**src/rtl/minhash_pkg.sv**
```systemverilog
// Shared definitions for the min-hash front end: base encoding, hash constants
// and the golden signature function used by benches.
package minhash_pkg;

    localparam logic [1:0] BASE_A = 2'd0;
    localparam logic [1:0] BASE_C = 2'd1;
    localparam logic [1:0] BASE_G = 2'd2;
    localparam logic [1:0] BASE_T = 2'd3;

    localparam logic [31:0] HASH_SEED = 32'h9E3779B1;
    localparam logic [31:0] HASH_MULT = 32'h85EBCA6B;

    function automatic logic [31:0] hash_ref(input logic [31:0] kmer);
        logic [31:0] prod;
        prod = (kmer ^ HASH_SEED) * HASH_MULT;
        return prod ^ (prod >> 15);
    endfunction

endpackage

```
**src/rtl/kmer_hash_mix.sv**
```systemverilog
// Two-stage hash mix (multiply, then xor-shift) carrying valid, index and
// end-of-sequence sidebands alongside the signature.
module kmer_hash_mix
    import minhash_pkg::*;
#(
    parameter int SIGNATURE_WIDTH = 32,
    parameter int INDEX_WIDTH     = 10
) (
    input  logic                       clk,
    input  logic                       rst,
    input  logic                       valid,
    input  logic [SIGNATURE_WIDTH-1:0] kmer,
    input  logic [INDEX_WIDTH-1:0]     index,
    input  logic                       last,
    output logic                       sig_valid,
    output logic [SIGNATURE_WIDTH-1:0] signature,
    output logic [INDEX_WIDTH-1:0]     sig_index,
    output logic                       done
);

    localparam logic [SIGNATURE_WIDTH-1:0] SEED = SIGNATURE_WIDTH'(HASH_SEED);
    localparam logic [SIGNATURE_WIDTH-1:0] MULT = SIGNATURE_WIDTH'(HASH_MULT);

    logic [SIGNATURE_WIDTH-1:0] prod;
    logic [INDEX_WIDTH-1:0]     prod_index;
    logic                       prod_valid;
    logic                       prod_last;

    always_ff @(posedge clk or posedge rst) begin
        if (rst) begin
            prod       <= '0;
            prod_index <= '0;
            prod_valid <= 1'b0;
            prod_last  <= 1'b0;
        end else begin
            prod_valid <= valid;
            prod_last  <= last;
            if (valid) begin
                prod       <= (kmer ^ SEED) * MULT;
                prod_index <= index;
            end
        end
    end

    // signature/index hold their last value between pulses
    always_ff @(posedge clk or posedge rst) begin
        if (rst) begin
            sig_valid <= 1'b0;
            signature <= '0;
            sig_index <= '0;
            done      <= 1'b0;
        end else begin
            sig_valid <= prod_valid;
            done      <= prod_last;
            if (prod_valid) begin
                signature <= prod ^ (prod >> 15);
                sig_index <= prod_index;
            end
        end
    end

endmodule

```
**src/rtl/kmer_hasher.sv**
```systemverilog
// Rolling K-mer window over a 2-bit base stream feeding the hash mix pipeline.
// Optional CANONICAL_KMER_EN hashes min(forward, reverse complement).
module kmer_hasher
    import minhash_pkg::*;
#(
    parameter int K               = 16,
    parameter int SIGNATURE_WIDTH = 32,
    parameter int INDEX_WIDTH     = 10
) (
    input  logic                       clk,
    input  logic                       rst,
    input  logic                       in_valid,
    input  logic [1:0]                 in_base,
    input  logic                       in_last,
    output logic                       valid_out,
    output logic [SIGNATURE_WIDTH-1:0] signature_out,
    output logic [INDEX_WIDTH-1:0]     index_out,
    output logic                       seq_done
);

    localparam int FILL_WIDTH = $clog2(K + 1);
    localparam int WIN_WIDTH  = 2 * K;

    logic [WIN_WIDTH-1:0]   window;
    logic [WIN_WIDTH-1:0]   kmer;
    logic [FILL_WIDTH-1:0]  fill;
    logic [FILL_WIDTH-1:0]  fill_inc;
    logic [INDEX_WIDTH-1:0] pos;
    logic [INDEX_WIDTH-1:0] kmer_index;
    logic                   kmer_valid;
    logic                   kmer_last;

    always_comb begin
        fill_inc = (fill == FILL_WIDTH'(K)) ? fill : fill + FILL_WIDTH'(1);
    end

    // fill/pos restart after in_last; stale window bits shift out before fill reaches K
    always_ff @(posedge clk or posedge rst) begin
        if (rst) begin
            window     <= '0;
            fill       <= '0;
            pos        <= '0;
            kmer_index <= '0;
            kmer_valid <= 1'b0;
            kmer_last  <= 1'b0;
        end else begin
            kmer_valid <= 1'b0;
            kmer_last  <= 1'b0;
            if (in_valid) begin
                window     <= {window[WIN_WIDTH-3:0], in_base};
                kmer_valid <= (fill_inc == FILL_WIDTH'(K));
                kmer_index <= pos - INDEX_WIDTH'(K - 1);
                kmer_last  <= in_last;
                if (in_last) begin
                    fill <= '0;
                    pos  <= '0;
                end else begin
                    fill <= fill_inc;
                    pos  <= pos + INDEX_WIDTH'(1);
                end
            end
        end
    end

`ifdef CANONICAL_KMER_EN
    logic [WIN_WIDTH-1:0] rc;

    always_ff @(posedge clk or posedge rst) begin
        if (rst) begin
            rc <= '0;
        end else if (in_valid) begin
            rc <= {~in_base, rc[WIN_WIDTH-1:2]};
        end
    end

    assign kmer = (rc < window) ? rc : window;
`else
    assign kmer = window;
`endif

    kmer_hash_mix #(
        .SIGNATURE_WIDTH (SIGNATURE_WIDTH),
        .INDEX_WIDTH     (INDEX_WIDTH)
    ) u_mix (
        .clk       (clk),
        .rst       (rst),
        .valid     (kmer_valid),
        .kmer      (SIGNATURE_WIDTH'(kmer)),
        .index     (kmer_index),
        .last      (kmer_last),
        .sig_valid (valid_out),
        .signature (signature_out),
        .sig_index (index_out),
        .done      (seq_done)
    );

endmodule

```
**config.mk**
```make
export PLATFORM = sky130hd
export DESIGN_NAME = kmer_hasher
export DESIGN_NICKNAME = d
export VERILOG_FILES = /design/src/rtl/minhash_pkg.sv /design/src/rtl/kmer_hash_mix.sv /design/src/rtl/kmer_hasher.sv
export SDC_FILE = /design/constraint.sdc
export NUM_CORES = 1
export LEC_CHECK = 0
export CORE_ASPECT_RATIO = 0.9
export CORE_UTILIZATION = 28
export DETAILED_ROUTE_END_ITERATION = 10
export MAX_ROUTING_LAYER = met4
export SLEW_MARGIN = 20
export SYNTH_ARGS = -nofsm -noshare
export SYNTH_HDL_FRONTEND = slang
export SYNTH_SLANG_ARGS = --single-unit
```
**constraint.sdc**
```tcl
create_clock -name clk -period 15.3 [get_ports clk]
set_clock_uncertainty 0.2 [all_clocks]
set_input_delay 1.53 -clock clk [delete_from_list [all_inputs] [get_ports clk]]
set_output_delay 1.53 -clock clk [all_outputs]
set_load 0.03 [all_outputs]
```
==> run_results.csv <==
group,metric,value,unit
run_status,status,"completed",
clock_network,clk_pin_slew_worst_paths,0.08,ns
route,avgViaCountPerCell,4.525,
yosys,synth_area,14560,um^2
clock_network,clock_path_buffers,2,
flow_run,max_cap_violations,0,
place,gp_routability_congestion,0.9913,
clock_network,cts_tree,"built",
cells_and_area,antenna_cells,0,
timing,hold_slack,0.1602,ns
global_route,grt_max_degree,92,
route,num_vias,9385,
setup_path,cp_max_fo,7,
clock_network,cts_buffers,17,
global_route,grt.overflow.total,0,
cells_and_area,nets,1781,
timing,fmax,0.1438,GHz
yosys,synth_edf_count,0,
setup_path,slowest_delay,0.53,ns
setup_path,r2r_slack,8.34,ns
setup_path,worst_path_max_delay_cell,"fa_1",
timing,fin_crit,6.956,ns
clock_network,hold_buffers,0,
yosys,synth_top_flop_cell,"dfrtp_1",
place,hpwl,28760,um
setup_path,rr_worst_depth,22,
cells_and_area,postLayoutCellArea,16420,um^2
yosys,ys_ff_latch,147,
floorplan,io_pins,50,
place,place_area,15820,um^2
floorplan,fp.coreArea,50850,um^2
global_route,antenna_found_initial,0,
global_route,grt_pass1_wl,57050,um
timing,finalMaxSlewViolations,0,
yosys,synthesis.nets,1738,
clock_network,clock_sinks,147,
route,avgRoutedWirePerCell,16.70,um
floorplan,die_h,218.3,um
clock_network,clock_latency,0.45,ns
cells_and_area,syn2layout_area_growth,12.76,%
global_route,grt_usage,14.43,%
timing,fin_tns_setup,0,ns
yosys,synth.distinct_cells,54,
cells_and_area,drive_gt1_share,7.389,%
setup_path,r2r-start,"kmer[13]$_DFFE_PP0P_",
yosys,syn_area_per_cell,10.88,um^2
setup_path,worst_setup_path_end_kind,"flip-flop",
place,portBuffers,49,
timing,setup_violations,0,
setup_path,worstPathArrival,7.07,ns
route,drc,0,
timing,fin_crit_sh,45.47,%
timing,maxSlewHeadroom,34.38,%
setup_path,endpoint,"u_mix.prod[30]$_DFFE_PP0P_",
route,drt_iter0_markers,544,
setup_path,worstSetupPathType,"reg2reg",
floorplan,start_util,28.64,%
yosys,yosys_warnings,0,
yosys,syn_inst,1338,
clock_network,cts_setup_buffers,0,
timing,rsz0062_at_grt,"no",
route,routed_wl,34630,um
setup_path,r2r_end,"u_mix.prod[30]$_DFFE_PP0P_",
route,antenna_left,0,
floorplan,die-area,52920,um^2
setup_path,path_cells,"inv_1 > ha_1 > ha_1 > fa_1 > inv_1 > fa_1 > inv_1 > fa_1 > inv_1 > fa_1 > inv_1 > fa_1 > fa_1 > ha_1 > a21oi_1 > o21a_1 > o21ai_0 > nor3_1 > a211oi_4 > a311oi_2 > a2111o_1 > o211ai_2",
timing,final-hold-violation-count,0,
route,dr.pass1.iters,5,
yosys,synth-async-reset-ratio,100.0,%
floorplan,die_width,242.4,um
worst_hold_path,hold_path_class,"reg2reg",
floorplan,rows,78,
setup_path,crit_top_cell,"fa_1",
timing,tightestPinTransition,0.9844,ns
setup_path,cp.required,15.42,ns
setup_path,crit_start,"kmer[13]$_DFFE_PP0P_",
yosys,ys_seq_area_share,25.26,%
clock_network,cts_resized,0,
clock_network,cts-root-buf,"clkbuf_16",
global_route,grt_pass1_vias,10207,
setup_path,worst_setup_path_start_kind,"flip-flop",
clock_network,htree_levels,4,
[registers in the layout, indices dropped and copies added, names as in the netlist, 5 cells and up]
| name | flops |
|---|---|
| kmer | 32 |
| u_mix.prod | 32 |
| u_mix.sig_index | 10 |
| u_mix.prod_index | 10 |
| u_mix.signature | 32 |
| pos | 10 |
| kmer_index | 10 |
| fill | 5 |
[cells in the final DEF (no fill, tap or decap), types with 15 or more instances in the layout]
master,n
fa_1,213
nand2_1,71
nor2_1,52
a21oi_1,49
clkbuf_16,17
o21ai_0,55
ha_1,181
clkdlybuf4s50_1,48
xnor2_1,67
xor2_1,15
mux2_2,56
inv_1,296
dfrtp_1,145
[worst min-delay path by stage]
stage	depth (start not counted)	from	slack [ns]	to
2_1_floorplan	0	u_mix.prod_last$_DFF_PP0_	0.13	u_mix.done$_DFF_PP0_
5_1_grt	0	u_mix.prod_last$_DFF_PP0_	0.17	u_mix.done$_DFF_PP0_
4_1_cts	0	u_mix.prod_last$_DFF_PP0_	0.17	u_mix.done$_DFF_PP0_
3_3_place_gp	0	u_mix.prod_last$_DFF_PP0_	0.14	u_mix.done$_DFF_PP0_
6_report	0	kmer_last$_DFF_PP0_	0.16	u_mix.prod_last$_DFF_PP0_
3_5_place_dp	0	u_mix.prod_last$_DFF_PP0_	0.14	u_mix.done$_DFF_PP0_
[kinds of logic (layout without fill, tap and decap cells)]
group                    count (synthesis)  in the layout  share of synthesized area, %
AND/OR/NAND/NOR                        170            170                         5.233
adder cells (fa/ha/maj)                394            394                         44.84
buffers and inverters                  325            381                         8.378
multiplexers                            56             56                         4.331
flip-flops                             147            147                         25.26
AO/OA/AOI/OAI                          164            164                         7.021
XOR/XNOR                                82             82                         4.933
[metal layers]
layer | global-route usage (%) | wire, um | up-vias
li1 | - | - | 4340
met1 | 19.57 | 16380 | 4811
met2 | 22.01 | 15760 | 196
met3 | 3.316 | 1963 | 38
met4 | 2.848 | 520 | 0
met5 | - | 0 | -
[final cells by class]
type / instances / area, um^2
Fill cell: 5100 / 34430
Multi-Input combinational cell: 866 / 9662
Sequential cell: 147 / 3681
Inverter: 297 / 1120
Tap cell: 680 / 850.8
Timing Repair Buffer: 52 / 508.0
Clock buffer: 18 / 439.2
Clock inverter: 14 / 157.7
[cell usage after synthesis (5+ instances only)]
cell | instances | area (um^2)
a211o_1 | 5 | 43.79
nand2_1 | 71 | 266.5
ha_1 | 181 | 2265
xor2_1 | 15 | 131.4
inv_1 | 297 | 1115
a31oi_1 | 9 | 56.30
a21o_1 | 8 | 60.06
nor2_1 | 52 | 195.2
o21a_1 | 6 | 45.04
o21ai_0 | 55 | 275.3
xnor2_1 | 67 | 586.8
and3_1 | 6 | 37.54
fa_1 | 213 | 4264
clkbuf_1 | 25 | 93.84
a21oi_1 | 49 | 245.2
mux2_2 | 56 | 630.6
dfrtp_1 | 147 | 3679
nand3_1 | 9 | 45.04
[through the flow]
stage / worst slack (ns) / instances / utilization (%)
global placement: 8.461 / 2042 / 31.12
floorplan: 8.916 / 1338 / -
global route: 7.927 / 2074 / 32.29
detailed placement: 8.379 / 2042 / 31.12
finish: 8.344 / 2074 / 32.29
CTS: 8.341 / 2074 / 32.29
[critical path: cells and delay by family, from the launching register on]
kind            cells  cell delay (ns)
fa+ha+maj           9             3.87
flops               1             0.44
simple gates        1             0.37
buf+inv             5             0.52
compound gates      7             1.41
Power is left out: the tool's default activity adds up to more than one toggle a clock period on the data nets, which glitch-free logic cannot reach.
==> edit: new RTL, same flow settings <==
The option `CANONICAL_KMER_EN` is turned on by a define.
--- a/src/rtl/kmer_hasher.sv
+++ b/src/rtl/kmer_hasher.sv
@@ -1,5 +1,7 @@
 // Rolling K-mer window over a 2-bit base stream feeding the hash mix pipeline.
 // Optional CANONICAL_KMER_EN hashes min(forward, reverse complement).
+`define CANONICAL_KMER_EN
+
 module kmer_hasher
     import minhash_pkg::*;
 #(
Formal check against the unedited RTL: same outputs for any inputs over 10 cycles, from zero or initial values and one cycle with rst high; that may be too few to reach the edited logic, so the function may still have changed.
==> edit against the unedited design <==
Area after synthesis is 17% higher. Final area is 17% higher. Critical path depth rose by 11. Non-clock buffer count is 9 higher. Worst setup slack worse by 3.4 ns. Core utilization shrank 0.39 points. Cell count increased by 19%. Wire length grew 16%. Sequential cell count is 32 higher.
Power is left out: the tool's default activity adds up to more than one toggle a clock period on the data nets, which glitch-free logic cannot reach.
==> edit: results (changes against the unedited design) <==
- Status: complete, no violations
- Largest net degree at the start of global routing: 105 (+14%)
- Hold path startpoint: u_mix.prod_last
- Reg clk slew, reported paths: 0.08 ns (about the same)
- Routed len/inst: 16.3 um (-2.2%)
- Placed Cells: 2437 (+19%)
- Multi-input logic area: 11000 um^2 (+14%)
- Inserted Clock Buffers: 17 (unchanged)
- Post-synth top cells: inv_1, fa_1, ha_1, dfrtp_1, o21ai_0
- Slowest Stage Delay on Critical Path: 0.86 ns (+0.33 ns)
- Post-synthesis cell type count: 53 (-1.9%)
- Detail Placement HPWL: 33400 um (+16%)
- R2R depth: 33 (+50%)
- Placement Cell Area: 18500 um^2 (+17%)
- Invs w/o clock: 380 (+28%)
- FF+latch count: 179 (+22%)
- Mean Syn Cell Area: 10.5 um^2 (-3.9%)
- GRT Total Usage: 14.2% (-0.22 points)
- Final worst slack: 4.91 ns (-3.43 ns)
- Drt via density: 4.51 (-0.34%)
- #MultiIn Comb: 1034 (+19%)
- Synth top area cells: dfrtp_1, fa_1, ha_1
- Critical path fanouts, max: 36 (+29)
- Reg2reg end: u_mix.prod[31]
- Buffers excl. clock: 61 (+17%)
- Rel. slew slack: 24.2% (-10 points)
- Layout area overhead: 12.2%
- Register area: 4480 um^2 (+22%)
- Hold WS: 0.154 ns (-0.00655 ns)
- Global-route wire length before repair: 65800 um (+15%)
- Slowest stage cell, crit path: mux2i_1
- Post-synthesis sequential area ratio: 26.3% (+1.0 points)
- Port buffer count: 49 (unchanged)
- WP data arrival: 10.51 ns (+3.44 ns)
- Clock buf/inv share: 3.37% (-0.27 points)
- Gp weighted congestion: 0.955 (-3.6%)
- Syn nets: 2060 (+19%)
- Fin area: 19100 um^2 (+17%)
- Vias in the first global route: 11900 (+17%)
- Final wirelength: 40300 um (+16%)
- Non-clock buffer share: 3.02% (-0.073 points)
- First-pass DRT Iterations: 4 (-1)
- Layout cell share with drive strength beyond 1: 8.72% (+1.3 points)
- Starting DRT DRC Count: 647 (+19%)
-- edit: cells by family (layout without fill, tap and decap cells) --
family / count (synthesis) / after routing / share of synthesized area, %
compound gates: 205 / 205 / 7.07
mux: 105 / 105 / 6.81
flops: 179 / 179 / 26.3
simple gates: 213 / 213 / 5.62
fa+ha+maj: 424 / 424 / 40.5
xor+xnor: 87 / 87 / 4.55
buf+inv: 417 / 473 / 9.20
-- edit: worst min-delay path by stage --
stage | to | cells past startpoint
global route | u_mix.done | 0
detailed placement | u_mix.done | 0
CTS | u_mix.done | 0
floorplan | u_mix.done | 0
global placement | u_mix.done | 0
finish | u_mix.done | 0
-- edit: layer usage --
metal,part of all wire (%),global-route usage [%],up-vias
met4,1.2,2.35,0
met1,49,20.0,5651
li1,-,-,5267
met2,45,21.3,183
met3,4.5,2.79,33
met5,0,-,-
